<file path="src/rtl/prog_mem.sv">
// Program memory for the 4-bit CPU: combinational fetch port plus a valid/ready byte loader
// that holds the CPU in reset while it fills the array. Define PROG_MEM_DEFAULT_PROG_EN to boot the LED demo.
module prog_mem #(
   parameter int ADDR_W = 4,
   parameter int DATA_W = 8
) (
   input  logic              clk,
   input  logic              rst,
   input  logic [ADDR_W-1:0] addr,
   output logic [DATA_W-1:0] data,
   input  logic              ld_start,
   input  logic              ld_valid,
   output logic              ld_ready,
   input  logic [DATA_W-1:0] ld_data,
   input  logic              ld_last,
   output logic              cpu_hold,
   output logic              loaded,
   output logic [ADDR_W:0]   ld_count
);
   localparam int DEPTH = 1 << ADDR_W;
   localparam logic [ADDR_W:0] LAST_PTR = (ADDR_W+1)'(DEPTH - 1);

   typedef enum logic {LOAD, RUN} state_t;

`ifdef PROG_MEM_DEFAULT_PROG_EN
   localparam state_t RST_STATE = RUN;
`else
   localparam state_t RST_STATE = LOAD;
`endif

   state_t            state, state_nxt;
   logic [DATA_W-1:0] mem [DEPTH];
   logic [ADDR_W:0]   ptr;
   logic              hs;

   // ld_start wins over a same-cycle word, so that word is dropped
   assign hs       = ld_valid && (state == LOAD) && !ld_start;
   assign ld_ready = (state == LOAD);
   assign cpu_hold = (state == LOAD);
   assign loaded   = (state == RUN);
   assign data     = (state == RUN) ? mem[addr] : '0;
   assign ld_count = ptr;

   always_ff @(posedge clk) begin
      if (rst) state <= RST_STATE;
      else     state <= state_nxt;
   end

   always_comb begin
      state_nxt = state;
      if (ld_start)
         state_nxt = LOAD;
      else if (hs && (ld_last || ptr == LAST_PTR))
         state_nxt = RUN;
   end

   always_ff @(posedge clk) begin
      if (rst || ld_start) ptr <= '0;
      else if (hs)         ptr <= ptr + (ADDR_W+1)'(1);
   end

   always_ff @(posedge clk) begin
      if (rst) begin
         for (int i = 0; i < DEPTH; i++) begin
`ifdef PROG_MEM_DEFAULT_PROG_EN
            case (i)
               0:       mem[i] <= DATA_W'(8'hB1);
               1:       mem[i] <= DATA_W'(8'hB2);
               2:       mem[i] <= DATA_W'(8'hB4);
               3:       mem[i] <= DATA_W'(8'hB8);
               4:       mem[i] <= DATA_W'(8'hF0);
               default: mem[i] <= '0;
            endcase
`else
            mem[i] <= '0;
`endif
         end
      end else if (hs) begin
         mem[ptr[ADDR_W-1:0]] <= ld_data;
      end
   end
endmodule

</file>
<file path="config.mk">
export PLATFORM = sky130hd
export DESIGN_NAME = prog_mem
export DESIGN_NICKNAME = d
export VERILOG_FILES = /design/src/rtl/prog_mem.sv
export SDC_FILE = /design/constraint.sdc
export NUM_CORES = 1
export LEC_CHECK = 0
export CORE_MARGIN = 5
export CORE_UTILIZATION = 45
export DETAILED_ROUTE_END_ITERATION = 6
export PLACE_DENSITY = 0.7
export SYNTH_ARGS = -nofsm -noshare
export SYNTH_HDL_FRONTEND = slang
export SYNTH_SLANG_ARGS = --single-unit
</file>
<file path="constraint.sdc">
create_clock -name clk -period 4.9 [get_ports clk]
set_input_delay 0.98 -clock clk [delete_from_list [all_inputs] [get_ports clk]]
set_output_delay 0.98 -clock clk [all_outputs]
set_load 0.05 [all_outputs]
</file>
==> results.yml, run 1 <==
clock_tree:
  cts-htree-levels: 4
  clk_latency_ns: 0.42
  cts_setup_buffers: 0
  cts_buffers: 17
  clkTransAtPathRegs_ns: 0.06
  cts_tree: "done"
  clkSinkCount: 134
  hold_buffers: 0
  cts_root_buf: "clkbuf_16"
  cts_resized: 0
  clockBufferDepth: 2
finish:
  area_delta_synth_final_pct: 14.52
  design_area_um2: 7322
  final_cell_mix: "edfxtp_1 (128), and2_1 (121), mux2i_1 (50)"
  nFillCells: 1165
  drive_gt1_frac: 0.1315
  final_common_cell: "edfxtp_1"
  ff_latch_area_um2: 3964
  final_nets: 527
  multiInputGateArea_um2: 2257
  num_antenna_cells: 0
yosys:
  netlist_instances: 477
  syn_nets: 500
  synth-seq-area-share: 0.6200
  yosysTopAreaCell: "edfxtp_1"
  synth.area.top_cells: "edfxtp_1 (60%), and2_1 (12%), mux2i_1 (7.8%), a22oi_1 (2.9%), mux4_2 (2.5%)"
  synth.avg_cell_area_um2: 13.40
  synth.ff_latch_count: 134
  syn_area_um2: 6394
  netlist.area_leader.share: 0.6012
  ys_types: 31
  synth_warnings: 0
power_and_ir_drop:
  p_leak_nw: 2.833
  peakVddDrop_v: 0.0002548
  p_per_area_nw_per_um2: 358.3
timing:
  rsz0062_at_grt: "false"
  holdWs_ns: 0.5220
  period_share: 0.9405
  finClkSkew_ns: 0.004586
  hold_viol_final: 0
  worst_pin_slew_ns: 1.038
  max_freq_mhz: 217.0
  tns_ns: 0
  slew_viol_final: 0
  finalCriticalPeriod_ns: 4.609
  setup_ws_ns: 0.2914
  worst_slew_margin_rel: 0.3065
  setup_viol: 0
floorplanning:
  fp.dieW_um: 129.2
  core_area_um2: 13880
  fp-row-count: 43
  die-area_um2: 16690
  initial_utilization: 0.4606
  pin_count: 33
  die_h_um: 129.2
grt:
  antenna_found_initial: 0
  grt_pass1_wl_um: 22750
  overflow: 0
  grt_pass1_vias: 3949
  grt_max_degree: 32
  grt_use_total: 0.1862
setup_path:
  critPathKind: "in -> out"
  rrSetupSlack_ns: 2.41
  cp-end-kind: "output port"
  worstPathBufferInverterCount: 2
  required_ns: 3.92
  critPathMaxFanout: 16
  critical-path-top-delay-family: "buffers and inverters"
  crit_top_cell: "clkdlybuf4s50_1"
  r2r_cells: 4
  critPathSlowestCell: "nor2b_1"
  critPathLaunch: "addr[1]"
  arrival_ns: 3.63
  crit_end: "data[1]"
  max_stage_delay_ns: 0.89
  rr_endpoint: "mem[5][5]"
  regToRegStartpoint: "loaded"
  critical_path_depth: 6
  worstSetupStartpointType: "input port"
  path_cells: "clkdlybuf4s50_1 > nor2b_1 > a22oi_1 > nand3_1 > o21ai_0 > clkdlybuf4s50_1"
drt:
  drtIter0Drc: 417
  remaining_drc_errors: 0
  vias_per_cell: 5.422
  vias: 3779
  ant_nets: 0
  wl_um: 14560
  dr.pass1.iters: 5
  wl_per_cell_um: 20.89
outcome:
  status: "finished clean"
placed_design:
  portBuffers: 32
  placed_area_um2: 6799
  gp_congestion: 0.8619
  dp_hpwl_um: 10010
  pre_cts_slack_ns: 0.3492
worst_hold_path:
  holdCritPathClass: "reg -> reg"
  hp-start: "ld_count[4]"
run:
  max_cap_viol_count: 0
[worst min path at each step]
stage / end / slack [ns] / cells after the start
3_5_place_dp: ld_count[4] / 0.51 / 2
4_1_cts: ld_count[4] / 0.52 / 2
5_1_grt: ld_count[4] / 0.54 / 2
3_3_place_gp: ld_count[4] / 0.49 / 2
2_1_floorplan: ld_count[4] / 0.72 / 2
6_report: ld_count[4] / 0.52 / 2
[registers in the layout, indices dropped and copies added, names as in the netlist]
| name | count |
|---|---|
| ld_count | 5 |
| loaded | 1 |
| mem | 128 |
[tightest hold or removal path, delay by kind of cell (launching register included)]
family          cells  cell delay [ns]
flops               1             0.33
simple gates        1             0.10
compound gates      1             0.05
[metrics by stage]
step / power [W] / util / cells
2_1_floorplan: 0.001441 / - / 477
3_3_place_gp: 0.001505 / 0.4898 / 665
3_5_place_dp: 0.001511 / 0.4898 / 665
4_1_cts: 0.002633 / 0.5275 / 697
5_1_grt: 0.002705 / 0.5275 / 697
6_report: 0.002623 / 0.5275 / 697
[layer usage]
layer  up-vias  wire length, µm  track usage
li1       1763                -            -
met1      1847             6402       0.2530
met2       147             6901       0.2915
met3        22              987      0.04864
met4         0              266      0.06547
met5         -                0            0
[Yosys cell counts]
master	instances
a211oi_1	1
a21o_1	1
a21oi_1	2
a22oi_1	25
and2_1	121
and3_1	9
buf_2	6
buf_4	5
buf_6	3
clkbuf_1	15
dfxtp_1	6
edfxtp_1	128
ha_1	6
inv_1	4
mux2i_1	50
mux4_2	7
nand2_1	14
nand2_2	1
nand2b_1	9
nand3_1	8
nand4_1	1
nor2_1	17
nor2_2	2
nor2b_1	3
nor3_2	3
nor3_4	1
nor4b_4	1
o21ai_0	9
or2_2	16
xnor2_1	1
xor2_1	2
[cell families (layout without fill, tap and decap cells)]
| kind of cell | count (synthesis) | after routing | share of synthesized area |
|---|---|---|---|
| AOI/OAI and AO/OA | 38 | 38 | 0.04031 |
| xor gates and xnor gates | 3 | 3 | 0.004110 |
| adders and majority gates | 6 | 6 | 0.01174 |
| buffers and inverters | 33 | 73 | 0.02700 |
| DFF | 134 | 134 | 0.6200 |
| muxes | 57 | 57 | 0.1029 |
| and+or+nand+nor | 206 | 206 | 0.1939 |
[cell type report]
cell class              count  area share
flip-flops and latches    134      0.5414
multi-input cells         310      0.3083
clock buffers              19     0.05913
repair buffers             37     0.04614
well taps                 180     0.03076
clock inverters            13     0.01230
inverters                   4    0.002051
[report_power, final]
part | leakage (nW) | switching (W) | internal [W] | total [W]
registers | 1.37 | 0.0000141 | 0.00129 | 0.00131
logic | 1.21 | 0.000117 | 0.0000646 | 0.000182
clock network | 0.248 | 0.000455 | 0.000681 | 0.00114
total | 2.83 | 0.000586 | 0.00204 | 0.00262
No activity file was read; power rests on OpenSTA's default activity.
==> run 2, diff against run 1 <==
--- a/config.mk
+++ b/config.mk
@@ -5,10 +5,12 @@
 export SDC_FILE = /design/constraint.sdc
 export NUM_CORES = 1
 export LEC_CHECK = 0
+export CELL_PAD_IN_SITES_DETAIL_PLACEMENT = 1
+export CELL_PAD_IN_SITES_GLOBAL_PLACEMENT = 2
 export CORE_MARGIN = 5
-export CORE_UTILIZATION = 45
+export CORE_UTILIZATION = 30
 export DETAILED_ROUTE_END_ITERATION = 6
-export PLACE_DENSITY = 0.7
+export PLACE_DENSITY = 0.66
 export SYNTH_ARGS = -nofsm -noshare
 export SYNTH_HDL_FRONTEND = slang
 export SYNTH_SLANG_ARGS = --single-unit
==> results.yml, run 2 (same netlist as run 1, synthesis figures left out) <==
floorplanning:
  initial_utilization: 0.3041
  fp-row-count: 53
  fp.dieW_um: 156.0
  die-area_um2: 24330
  core_area_um2: 21020
  die_h_um: 156.0
  pin_count: 33
grt:
  grt_use_total: 0.1497
  overflow: 0
  grt_pass1_vias: 4103
  grt_pass1_wl_um: 26200
  grt_max_degree: 34
  antenna_found_initial: 0
clock_tree:
  cts_tree: "done"
  cts-htree-levels: 4
  cts_buffers: 17
  clk_latency_ns: 0.42
  hold_buffers: 0
  clkTransAtPathRegs_ns: 0.06
  cts_setup_buffers: 0
  cts_resized: 0
  clockBufferDepth: 2
  clkSinkCount: 134
  cts_root_buf: "clkbuf_16"
setup_path:
  critPathMaxFanout: 16
  regToRegStartpoint: "loaded"
  worstSetupStartpointType: "input port"
  rr_endpoint: "mem[2][7]"
  critical-path-top-delay-family: "simple AND/OR/NAND/NOR gates"
  cp-end-kind: "output port"
  critPathLaunch: "addr[2]"
  path_cells: "clkdlybuf4s50_1 > nor2_1 > a22oi_1 > nand3_1 > o21ai_0 > buf_4"
  rrSetupSlack_ns: 2.72
  required_ns: 3.92
  critPathSlowestCell: "nor2_1"
  worstPathBufferInverterCount: 2
  critical_path_depth: 6
  max_stage_delay_ns: 0.93
  arrival_ns: 3.36
  critPathKind: "in -> out"
  r2r_cells: 5
drt:
  remaining_drc_errors: 0
  vias_per_cell: 4.749
  vias: 3809
  drtIter0Drc: 240
  ant_nets: 0
  wl_per_cell_um: 21.99
  wl_um: 17640
  dr.pass1.iters: 4
power_and_ir_drop:
  p_switching_w: 0.0006378
  p_per_area_nw_per_um2: 363.0
  seqPwrFrac: 0.475
  p_comb_frac: 0.072
  p_int_w: 0.002110
  peakVddDrop_v: 0.0002305
  clockPowerShare: 0.453
  p_leak_nw: 2.919
  switching_share: 0.2321
timing:
  worst_slew_margin_rel: 0.2865
  tns_ns: 0
  finalCriticalPeriod_ns: 4.335
  rsz0062_at_grt: "false"
  period_share: 0.8847
  worst_pin_slew_ns: 1.066
  slew_viol_final: 0
  setup_viol: 0
  max_freq_mhz: 230.7
  finClkSkew_ns: 0.01200
  hold_viol_final: 0
finish:
  finish.utilization: 0.3601
  final_common_cell: "edfxtp_1"
  multiInputGateArea_um2: 2257
  area_delta_synth_final_pct: 18.40
  ff_latch_area_um2: 3964
  largest_register_ffs: 128
  drive_gt1_frac: 0.1613
  nFillCells: 2179
  largest-register: "mem"
  final_nets: 537
  num_antenna_cells: 0
  final_cell_mix: "edfxtp_1 (128), and2_1 (121), mux2i_1 (50)"
worst_hold_path:
  hp-start: "ld_count[4]"
  holdCritPathClass: "reg -> reg"
  whs_path_depth: 2
  hold-path-endpoint: "ld_count[4]"
placed_design:
  dp_hpwl_um: 12290
  portBuffers: 32
  gp_congestion: 0.8368
run:
  max_cap_viol_count: 0
outcome:
  status: "finished clean"
==> run 2: worst max-delay path by stage <==
| stage | end | slack [ns] |
|---|---|---|
| floorplan | data[6] | 1.05 |
| finish | data[1] | 0.56 |
| global route | data[1] | 0.41 |
| detailed placement | data[1] | 0.61 |
| CTS | data[1] | 0.60 |
| global placement | data[1] | 0.70 |
==> run 2: cell type report <==
class	count	area share
Timing Repair Buffer	47	0.05421
Multi-Input combinational cell	310	0.2982
Sequential cell	134	0.5236
Tap cell	275	0.04545
Clock buffer	18	0.05669
Clock inverter	14	0.01983
Inverter	4	0.001983
==> run 2: routing by layer <==
layer | vias to the layer above | GRT usage | part of all wire
met5 | - | 0 | 0
met4 | 0 | 0.04752 | 0.017
met3 | 15 | 0.03467 | 0.031
met2 | 58 | 0.2540 | 0.50
met1 | 1949 | 0.1898 | 0.45
li1 | 1787 | - | -
==> run 2: power groups by stage <==
stage	Sequential (W)	Clock, W	Combinational, W
finish	0.00131	0.00125	0.000196
global placement	0.00133	0	0.000196
global route	0.00131	0.00132	0.000210
CTS	0.00131	0.00127	0.000200
detailed placement	0.00133	0	0.000199
floorplan	0.00133	0	0.000115
==> run 2: stage by stage <==
step	setup slack (ns)	hold slack (ns)	power (W)	std cells	cell area [µm²]
floorplan	1.048	0.7173	0.001441	477	6394
global placement	0.6997	0.4953	0.001524	770	6990
detailed placement	0.6101	0.5202	0.001528	770	6990
CTS	0.5975	0.5314	0.002771	802	7570
global route	0.4118	0.5678	0.002843	802	7570
finish	0.5650	0.5226	0.002748	802	7570
==> run 2: worst reg2reg max path, stage by stage (launching register included) <==
cell and delay (ns):
dfxtp_1 0.41, nor4b_4 0.30, buf_4 0.21, nand2_1 0.16
nor3_2 0.45, or2_2 0.33
==> run 3, diff against run 2 <==
--- a/config.mk
+++ b/config.mk
@@ -7,7 +7,7 @@
 export LEC_CHECK = 0
 export CELL_PAD_IN_SITES_DETAIL_PLACEMENT = 1
 export CELL_PAD_IN_SITES_GLOBAL_PLACEMENT = 2
-export CORE_MARGIN = 5
+export CORE_ASPECT_RATIO = 1.5
 export CORE_UTILIZATION = 30
 export DETAILED_ROUTE_END_ITERATION = 6
 export PLACE_DENSITY = 0.66
==> results.yml, run 3 (same netlist as run 1, synthesis figures left out) <==
clock_tree:
  cts-htree-levels: 4
  clkSinkCount: 134
  hold_buffers: 0
  cts_tree: "done"
  clk_latency_ns: 0.42
  clkTransAtPathRegs_ns: 0.06
  cts_resized: 0
  cts_root_buf: "clkbuf_16"
  cts_setup_buffers: 0
  clockBufferDepth: 2
  cts_buffers: 17
drt:
  wl_met1_um: 6528
  wl_per_cell_um: 20.80
  vias_per_cell: 4.834
  routed.top_layer: "met4"
  ant_nets: 0
  dr_wl_met2_um: 8737
  drtIter0Drc: 257
  dr.pass1.iters: 4
  vias: 3843
  remaining_drc_errors: 0
  wl_um: 16540
  wl_met3_um: 463
setup_path:
  critPathKind: "in -> out"
  worstSetupStartpointType: "input port"
  critPathMaxFanout: 11
  path_cells: "clkdlybuf4s50_1 > nor2b_1 > buf_4 > a22oi_1 > nand3_1 > o21ai_0 > buf_4"
  worstPathBufferInverterCount: 3
  critPathSlowestCell: "clkdlybuf4s50_1"
  arrival_ns: 3.03
  required_ns: 3.92
  max_stage_delay_ns: 0.78
  cp-end-kind: "output port"
  crit_top_cell: "buf_4"
  critical-path-top-delay-family: "buffers and inverters"
floorplanning:
  initial_utilization: 0.3047
  pin_count: 33
  fp-row-count: 65
  die-area_um2: 21910
  core_area_um2: 20980
  fp.dieW_um: 121.2
  die_h_um: 180.8
timing:
  period_share: 0.8179
  setup_ws_ns: 0.8923
  setup_viol: 0
  max_freq_mhz: 249.5
  tns_ns: 0
  hold_viol_final: 0
  slew_viol_final: 0
  worst_slew_margin_rel: 0.4588
  finClkSkew_ns: 0.006599
  finalCriticalPeriod_ns: 4.008
  rsz0062_at_grt: "false"
  worst_pin_slew_ns: 0.8092
finish:
  layout.cells.non_filler: 795
  final_nets: 537
  largest_register_ffs: 128
  area_delta_synth_final_pct: 18.94
  num_antenna_cells: 0
  drive_gt1_frac: 0.1613
  final_cell_mix: "edfxtp_1 (128), and2_1 (121), mux2i_1 (50)"
  final_common_cell: "edfxtp_1"
  largest-register: "mem"
power_and_ir_drop:
  p_per_area_nw_per_um2: 368.6
  p_leak_nw: 2.939
  peakVddDrop_v: 0.0002160
placed_design:
  dp_hpwl_um: 11810
  pre_cts_slack_ns: 0.9043
  gp_congestion: 0.7339
  portBuffers: 32
  dp_cells: 763
grt:
  grt_max_degree: 38
  grt_pass1_vias: 4159
  grt_use_total: 0.1619
  antenna_found_initial: 0
  overflow: 0
  grt_pass1_wl_um: 25000
outcome:
  status: "finished clean"
run:
  max_cap_viol_count: 0
worst_hold_path:
  holdCritPathClass: "reg -> reg"
[run 3: worst reg2reg max path, cell delays in order (launching register included)]
cell and delay [ns]:
dfxtp_1 0.40, nor4b_4 0.29, buf_4 0.22, nand2_1 0.18
nor2_1 0.49, or2_2 0.36
[run 3: path summary, 6_finish.rpt]
check,slack (ns),start,cells past startpoint,to
worst max-delay path,0.89,addr[2],7,data[5]
worst min-delay path,0.51,ld_count[4],2,ld_count[4]
worst max register to register,2.64,loaded,5,mem[4][4]
worst min register to register,0.51,ld_count[4],2,ld_count[4]
[run 3: layer usage]
layer	vias to the layer above	track usage
met2	87	0.2850
li1	1785	-
met1	1940	0.1780
met3	31	0.02967
met4	0	0.09877
met5	-	0
[run 3: layout make-up]
cell class / count / area [µm²]
timing repair buffer: 47 / 422.9
sequential: 134 / 3964
clock inverter: 11 / 150.1
tap: 268 / 335.3
multi-input combinational: 310 / 2257
clock buffer: 21 / 460.4
fill: 2217 / 13380
inverter: 4 / 15.01
[run 3: per-stage QoR]
stage / hold slack, ns / total power [W] / util / cell area (µm²)
2_1_floorplan: 0.7173 / 0.001441 / - / 6394
3_3_place_gp: 0.4933 / 0.001521 / 0.3333 / 6994
3_5_place_dp: 0.5043 / 0.001525 / 0.3333 / 6994
4_1_cts: 0.5151 / 0.002830 / 0.3624 / 7605
5_1_grt: 0.5410 / 0.002882 / 0.3624 / 7605
6_report: 0.5121 / 0.002803 / 0.3624 / 7605
[run 3: power breakdown]
group	internal [W]	switching, W
logic	0.0000677	0.000125
registers	0.00129	0.0000133
clock network	0.000829	0.000478
==> RTL change, RTL diff (settings of run 2) <==
`ADDR_W`: 4 -> 5.
--- a/src/rtl/prog_mem.sv
+++ b/src/rtl/prog_mem.sv
@@ -1,7 +1,7 @@
 // Program memory for the 4-bit CPU: combinational fetch port plus a valid/ready byte loader
 // that holds the CPU in reset while it fills the array. Define PROG_MEM_DEFAULT_PROG_EN to boot the LED demo.
 module prog_mem #(
-   parameter int ADDR_W = 4,
+   parameter int ADDR_W = 5,
    parameter int DATA_W = 8
 ) (
    input  logic              clk,
Interface: changed (resized addr and ld_count); port bits go from 33 to 35. No check against the original RTL was run, so the function may have changed too.
==> RTL change against run 2 <==
Sequential power is 97% higher. Setup slack better by 0.060 ns. Total power is 83% higher. First-iteration DRC count is 120% higher. Clock power is 70% higher. Hold slack better by 0.030 ns. Global-route usage is 0.38 points lower. Cell area is 90% higher. Final cell count is 79% higher. Area after synthesis is 93% higher. Sequential cell count is 129 higher. Routed wire length is 87% higher. Highest routed layer unchanged.
==> RTL change: results (changes against run 2) <==
The run finished with clean final reports. The worst endpoint data arrival time is 3.29 ns (was 3.36 ns), and the adder and majority cell fraction of the synthesized area is 0.00406 (was 0.0117). The largest buffer count on any clock path is 3 (was 2), and the sequential share of cell area is 0.545 (was 0.524). Synth area leaders: sky130_fd_sc_hd__edfxtp_1 62%, sky130_fd_sc_hd__and2_1 13%, sky130_fd_sc_hd__mux4_2 7.1% (was sky130_fd_sc_hd__edfxtp_1 60%, sky130_fd_sc_hd__and2_1 12%, sky130_fd_sc_hd__mux2i_1 7.8%). The die area is 45200 um2 (was 24300 um2).

The launching instance or port of the critical path was addr[0] (was addr[2]). Number of iterations in the first detailed-routing pass: 7 (was 4). The wire length on met1 was 15100 um (was 7900 um); the fill cell instance count of the final layout was 4169 (was 2179).

The tools report the post-synthesis cell type count as 39 (was 31). The multi-input combinational cell area is 4210 um2 (was 2260 um2). The run gives 0.146 (was 0.150) as the total routing resource utilization after global routing. The H-tree level count was 1 (was 4). Critical-path cell with the highest stage delay: sky130_fd_sc_hd__mux4_1 (was sky130_fd_sc_hd__nor2_1).

Area of placed instances: 13500 um2 (was 6990 um2). The area share of buffers outside the clock network is 0.0512 (was 0.0542). The worst setup slack after layout was 0.625 ns (was 0.565 ns).

The tools report the leakage component of the power as 5.16 nW (was 2.92 nW). Kind of cell with the highest combined delay on the critical path: buffers and inverters (was simple AND/OR/NAND/NOR gates). The run gives 7482 (was 4103) as the number of global-route vias before repair. The run gives 500 (was 310) as the multi-input gate count.

The average cell area after synthesis is 15.0 um2 (was 13.4 um2), and the highest net fanout along the worst path is 22 (was 16). The logs give 2.13 ns (was 2.72 ns) for the internal reg-to-reg setup slack and 21900 um (was 12300 um) for the placed wire-length estimate after detailed placement. The tools report the number of buffers inserted during clock tree synthesis as 29 (was 17). Wire length per cell: 23.0 um (was 22.0 um). Number of flops mapped to enable cells by yosys: 256 (was 128). The tightest hold margin was 0.553 ns (was 0.523 ns). The insertion delay to the later sink of the worst-skew pair came out at 0.55 ns (was 0.42 ns). The clock buffer instance count of the final layout is 32 (was 18).

The clock network area share works out to 0.0633 (was 0.0765). The reg-to-reg endpoint is mem[15][5] (was mem[2][7]). The run gives 0.635 (was 0.620) as the fraction of the yosys area taken by sequential cells. The non-clock buffer count in the final layout was 80 (was 47). Number of sinks on the clock net: 263 (was 134).
==> RTL change: cell count changes after synthesis, moves of 20 or more <==
cell | run 2 | this run
sky130_fd_sc_hd__mux4_2 | 7 | 39
sky130_fd_sc_hd__nor2_1 | 17 | 43
sky130_fd_sc_hd__clkbuf_1 | 15 | 35
sky130_fd_sc_hd__and2_1 | 121 | 257
sky130_fd_sc_hd__mux2i_1 | 50 | 16
sky130_fd_sc_hd__edfxtp_1 | 128 | 256
==> RTL change: where the power goes <==
part / leakage [nW] / internal, mW / switching, mW
Clock: 0.449 / 1.23 / 0.894
Combinational: 2.09 / 0.135 / 0.201
Sequential: 2.62 / 2.55 / 0.0278
==> RTL change: layer usage <==
layer	GRT usage	vias up
met5	0	-
met4	0.0298	0
met3	0.0204	45
met2	0.247	123
met1	0.203	3583
li1	-	3142
